==> src/rtl/fsk_bit_sync.sv <==
// fsk_bit_sync: glitch filter, edge-resynchronised bit clock and
// sync-word byte framer for the raw FSK demodulator decision stream.
module fsk_bit_sync #(
    parameter int         BIT_LEN     = 800,
    parameter int         FILT        = 4,
    parameter logic [7:0] SYNC_WORD   = 8'hA5,
    parameter int         FRAME_BYTES = 4,
    parameter int         MAX_RUN     = 16
) (
    input  logic       clk,
    input  logic       reset,
    input  logic       fsk_demod,
    output logic       bit_out,
    output logic       bit_valid,
    output logic [7:0] byte_out,
    output logic       byte_valid,
    output logic       locked,
    output logic       frame_err
);

    localparam int PW  = $clog2(BIT_LEN);
    localparam int SW  = $clog2(FILT + 1);
    localparam int RW  = $clog2(MAX_RUN + 1);
    localparam int BCW = $clog2(FRAME_BYTES + 1);

    localparam logic [PW-1:0]  PH_HALF   = PW'(BIT_LEN / 2);
    localparam logic [PW-1:0]  PH_LAST   = PW'(BIT_LEN - 1);
    localparam logic [SW-1:0]  STAB_LAST = SW'(FILT - 1);
    localparam logic [RW-1:0]  RUN_MAX   = RW'(MAX_RUN);
    localparam logic [BCW-1:0] FB_LAST   = BCW'(FRAME_BYTES - 1);

    localparam logic [0:0] ST_HUNT = 1'b0;
    localparam logic [0:0] ST_LOCK = 1'b1;

    logic           r_s1;
    logic           r_s2;
    logic           r_lvl;
    logic [SW-1:0]  r_stab_cnt;
    logic [PW-1:0]  r_phase;
    logic [RW-1:0]  r_run_cnt;
    logic           r_bit_out;
    logic           r_bit_valid;
    logic [0:0]     r_state;
    // Seven bits of history suffice; the eighth is the incoming bit.
    logic [6:0]     r_sr;
    logic [6:0]     r_acc;
    logic [2:0]     r_bit_cnt;
    logic [BCW-1:0] r_byte_cnt;
    logic [7:0]     r_byte_out;
    logic           r_byte_valid;
    logic           r_frame_err;

    logic       w_mis;
    logic       w_lvl_chg;
    logic       w_wrap;
    logic [7:0] w_sr_next;
    logic [7:0] w_acc_next;
    logic       w_byte_done;
    logic       w_last_byte;
    logic       w_timeout;

    assign w_mis       = (r_s2 != r_lvl);
    assign w_lvl_chg   = w_mis && (r_stab_cnt == STAB_LAST);
    assign w_wrap      = (r_phase == PH_LAST) && !w_lvl_chg;
    assign w_sr_next   = {r_sr, r_bit_out};
    assign w_acc_next  = {r_acc, r_bit_out};
    assign w_byte_done = r_bit_valid && (r_bit_cnt == 3'd7);
    assign w_last_byte = w_byte_done && (r_byte_cnt == FB_LAST);
    assign w_timeout   = (r_run_cnt == RUN_MAX);

    assign bit_out    = r_bit_out;
    assign bit_valid  = r_bit_valid;
    assign byte_out   = r_byte_out;
    assign byte_valid = r_byte_valid;
    assign locked     = (r_state == ST_LOCK);
    assign frame_err  = r_frame_err;

    // Two-flop synchroniser for the asynchronous demod decision.
    always_ff @(posedge clk or negedge reset) begin
        if (!reset) begin
            r_s1 <= 1'b0;
            r_s2 <= 1'b0;
        end else begin
            r_s1 <= fsk_demod;
            r_s2 <= r_s1;
        end
    end

    // Accept a new level only after FILT consecutive mismatching clocks.
    always_ff @(posedge clk or negedge reset) begin
        if (!reset) begin
            r_lvl      <= 1'b0;
            r_stab_cnt <= '0;
        end else if (!w_mis) begin
            r_stab_cnt <= '0;
        end else if (w_lvl_chg) begin
            r_lvl      <= r_s2;
            r_stab_cnt <= '0;
        end else begin
            r_stab_cnt <= r_stab_cnt + SW'(1);
        end
    end

    // Bit phase: hard resync on every accepted edge, else free-run.
    always_ff @(posedge clk or negedge reset) begin
        if (!reset) begin
            r_phase <= '0;
        end else if (w_lvl_chg || (r_phase == PH_LAST)) begin
            r_phase <= '0;
        end else begin
            r_phase <= r_phase + PW'(1);
        end
    end

    // Count whole bit periods since the last accepted edge.
    always_ff @(posedge clk or negedge reset) begin
        if (!reset) begin
            r_run_cnt <= '0;
        end else if (w_lvl_chg) begin
            r_run_cnt <= '0;
        end else if (w_wrap && (r_run_cnt != RUN_MAX)) begin
            r_run_cnt <= r_run_cnt + RW'(1);
        end
    end

    // Sample the filtered level at mid-bit.
    always_ff @(posedge clk or negedge reset) begin
        if (!reset) begin
            r_bit_out   <= 1'b0;
            r_bit_valid <= 1'b0;
        end else begin
            r_bit_valid <= (r_phase == PH_HALF);
            if (r_phase == PH_HALF) begin
                r_bit_out <= r_lvl;
            end
        end
    end

    // Hunt for the sync word, then assemble a fixed-length frame.
    always_ff @(posedge clk or negedge reset) begin
        if (!reset) begin
            r_state      <= ST_HUNT;
            r_sr         <= '0;
            r_acc        <= '0;
            r_bit_cnt    <= '0;
            r_byte_cnt   <= '0;
            r_byte_out   <= '0;
            r_byte_valid <= 1'b0;
            r_frame_err  <= 1'b0;
        end else begin
            r_byte_valid <= 1'b0;
            r_frame_err  <= 1'b0;
            case (r_state)
                ST_HUNT: begin
                    if (r_bit_valid) begin
                        r_sr <= w_sr_next[6:0];
                        if (w_sr_next == SYNC_WORD) begin
                            r_state    <= ST_LOCK;
                            r_acc      <= '0;
                            r_bit_cnt  <= '0;
                            r_byte_cnt <= '0;
                        end
                    end
                end
                ST_LOCK: begin
                    if (w_timeout && !w_last_byte) begin
                        r_state     <= ST_HUNT;
                        r_sr        <= '0;
                        r_acc       <= '0;
                        r_bit_cnt   <= '0;
                        r_byte_cnt  <= '0;
                        r_frame_err <= 1'b1;
                    end else if (r_bit_valid) begin
                        r_acc     <= w_acc_next[6:0];
                        r_bit_cnt <= r_bit_cnt + 3'd1;
                        if (w_byte_done) begin
                            r_byte_out   <= w_acc_next;
                            r_byte_valid <= 1'b1;
                            if (w_last_byte) begin
                                r_state    <= ST_HUNT;
                                r_sr       <= '0;
                                r_byte_cnt <= '0;
                            end else begin
                                r_byte_cnt <= r_byte_cnt + BCW'(1);
                            end
                        end
                    end
                end
                default: r_state <= ST_HUNT;
            endcase
        end
    end

endmodule

==> config.mk <==
export PLATFORM = sky130hd
export DESIGN_NAME = fsk_bit_sync
export DESIGN_NICKNAME = d
export VERILOG_FILES = /design/src/rtl/fsk_bit_sync.sv
export SDC_FILE = /design/constraint.sdc
export NUM_CORES = 1
export LEC_CHECK = 0
export ABC_AREA = 1
export BUFFER_PORTS_ARGS = -buffer_cell sky130_fd_sc_hd__buf_4
export CAP_MARGIN = 25
export CORE_MARGIN = 2
export CORE_UTILIZATION = 45
export CTS_BUF_LIST = sky130_fd_sc_hd__clkbuf_8
export CTS_CLUSTER_DIAMETER = 150
export CTS_CLUSTER_SIZE = 28
export DETAILED_ROUTE_END_ITERATION = 7
export PLACE_DENSITY = 0.7
export SLEW_MARGIN = 5
export SYNTH_ARGS = -nofsm -noshare
export SYNTH_HDL_FRONTEND = slang
export SYNTH_SLANG_ARGS = --single-unit
export TNS_END_PERCENT = 50
==> constraint.sdc <==
create_clock -name clk -period 3.8 [get_ports clk]
set_clock_uncertainty 0.05 [all_clocks]
set_input_delay 0.38 -clock clk [delete_from_list [all_inputs] [get_ports clk]]
set_output_delay 0.38 -clock clk [all_outputs]
set_load 0.02 [all_outputs]
==> impl_metrics.toml <==
[outcome]
run_status = "complete, no violations"

[worst_hold_path]
hold_class = "in2async"

[critical_path]
critical_path.most_common_cell = "nand2_4"
cp-start-kind = "flip-flop"
crit_chain = "ha_1, ha_1, nand2_4, inv_4, nand2_4, nand3_2, nand2_4, nand2_2, nand2_1, o21ai_2"
slowest_delay_ps = 410
path_buf_inv = 1
cp_max_fo = 12
end_kind = "flip-flop"
slowest_stage = "dfrtp_1"
arrival_ps = 1980
critPathKind = "reg2reg"
cp_top_family = "simple AND/OR/NAND/NOR gates"
crit_required_ps = 3960

[synthesis]
synth_area_sq_um = 2600
synth-seq-cells = 54
synthCells = 303
ys_seq_area_frac = 0.520
syn-num-nets = 314
yosys_warnings = 0
ys_types = 27
avgSynthCellArea_sq_um = 8.57

[placed_design]
place_congestion = 0.831
io_buffer_count = 15
place_area_sq_um = 2750
place_hpwl_um = 3100

[floorplanning]
chipHeight_um = 80.0
start_util = 0.469
core_sq_um = 5540
die_area_sq_um = 6390
die_width_um = 80.0
rows = 27
pin_count = 16

[cts]
clk_root_buffer_cell = "clkbuf_8"
htree_levels = 2
cts_inserted_buffers = 5
cts_buffer_depth = 2
ctsHoldBuffers = 0
cts_tree = "yes"
clk_pin_slew_ps = 110
clk_latency_ps = 310
cts_sinks = 54
cts_resized = 0
cts_setup_buffers = 0

[grt]
first_global_vias = 1763
grt_max_degree = 55
grt_usage = 0.151
grt_pass1_wl_um = 7720
antenna_found_initial = 0
grt_overflow_total = 0

[detailed_routing]
vias_per_cell = 4.72
drtPass1Iterations = 4
final_antenna_net_count = 0
wl_per_cell_um = 11.1
num_vias = 1852
drc = 0
wl_um = 4360
first_iter_violations = 156

[layout]
syn_to_final_growth_pct = 9.73
regArea_sq_um = 1350
nets = 330
layout-drive-gt1-share = 0.122
nFillCells = 537
diodes = 0
multi_input_area_sq_um = 1060
fin_area_sq_um = 2850

[sta]
fin_tns_setup_ps = 0
slew_headroom = 0.562
fin_crit_sh = 0.477
worst_pin_slew_ps = 656
timing.fmax_ghz = 0.551
slew_violations = 0
hold_viol = 0
setup_violations = 0
rsz0062_at_grt = "false"
fin_hold_ws_ps = 35.5
min_period_ps = 1810

[job]
maxCapViolCount = 0

[power_and_ir_drop]
leakagePower_nw = 1.57
ir_drop_v = 0.000237
power_density_nw_per_um2 = 450
## layer usage
layer	global-route usage	vias to the layer above	wire length (um)
met5	0	-	0
met4	0.0356	0	38
met3	0.0407	5	129
met2	0.258	25	2050
met1	0.190	854	2150
li1	-	968	-
## logic make-up (layout without fill, tap and decap cells)
group,count (synthesis),after routing,synth area share
AOI/OAI and AO/OA,18,18,0.0386
and+or+nand+nor,173,173,0.306
buffers and inverters,43,60,0.0728
xor gates and xnor gates,7,7,0.0236
adders and majority gates,8,8,0.0386
DFF,54,54,0.520
## synthesized netlist by cell type
library cell / instances / area [sq um]
nand2_4: 5 / 56.3
o21ai_0: 11 / 55.1
nor2_1: 25 / 93.8
buf_2: 2 / 10.0
xor2_1: 4 / 35.0
o31ai_1: 1 / 7.51
nand3_2: 1 / 10.0
inv_1: 35 / 131
o21ai_2: 2 / 17.5
xnor2_1: 3 / 26.3
o21ai_1: 2 / 10.0
nor3_1: 5 / 25.0
dfrtp_1: 54 / 1350
inv_4: 1 / 6.26
ha_1: 8 / 100
nand2_1: 98 / 368
buf_6: 3 / 33.8
nor2_4: 3 / 33.8
nand2_2: 2 / 12.5
inv_2: 1 / 3.75
a21oi_1: 2 / 10.0
clkbuf_1: 1 / 3.75
nor2_8: 1 / 20.0
or2_1: 1 / 6.26
nand4_1: 1 / 6.26
nand3_1: 28 / 140
nor3b_1: 3 / 22.5
## registers in the layout, summed over array words and instances, names as in the netlist
name	count
r_phase	10
byte_out	8
r_acc	7
r_sr	7
r_run_cnt	5
r_bit_cnt	3
r_byte_cnt	3
r_stab_cnt	3
bit_out	1
bit_valid	1
byte_valid	1
frame_err	1
locked	1
r_lvl	1
r_s1	1
r_s2	1
## final timing paths
kind / slack (ps) / endpoint / cells after the start / startpoint
worst max-delay path: 1990 / r_acc[6] / 10 / r_bit_cnt[0]
worst min-delay path: 40 / byte_out[7] / 1 / reset
worst max register to register: 1990 / r_acc[6] / 10 / r_bit_cnt[0]
worst min register to register: 310 / r_s2 / 0 / r_s1
max in group asynchronous: 3220 / r_phase[7] / 1 / reset
min in group clk: 120 / r_s1 / 1 / fsk_demod
## placed cells by master (no fill, tap or decap), types with 8 or more instances in the layout
cell	instances
buf_4	15
dfrtp_1	54
ha_1	8
inv_1	35
nand2_1	98
nand3_1	28
nor2_1	25
o21ai_0	11
## worst register-to-register path: stages, from the launching register on
cell	delay, ps
dfrtp_1	410
ha_1	200
ha_1	210
nand2_4	160
inv_4	50
nand2_4	90
nand3_2	110
nand2_4	110
nand2_2	160
nand2_1	120
o21ai_2	50
## per-stage QoR
step,instances,setup slack [ps],utilization,total power [mW]
after floorplan,303,2200,-,0.890
after global placement,384,2040,0.497,0.938
after detailed placement,384,1970,0.497,0.951
after CTS,392,1970,0.514,1.30
after global routing,392,1850,0.514,1.38
final,392,1990,0.514,1.28
## power by group
group / switching (mW) / internal, mW / total [mW]
sequential: 0.0627 / 0.640 / 0.703
clock: 0.207 / 0.138 / 0.345
combinational: 0.136 / 0.0980 / 0.234
total: 0.406 / 0.876 / 1.28
## layout make-up
type,instances,share of cell area
repair buffers,15,0.0395
flip-flops and latches,54,0.474
well taps,72,0.0316
clock buffers,5,0.0242
clock inverters,3,0.0101
multi-input cells,206,0.371
inverters,37,0.0496
Note: power is estimated with default switching activity, not from simulation.
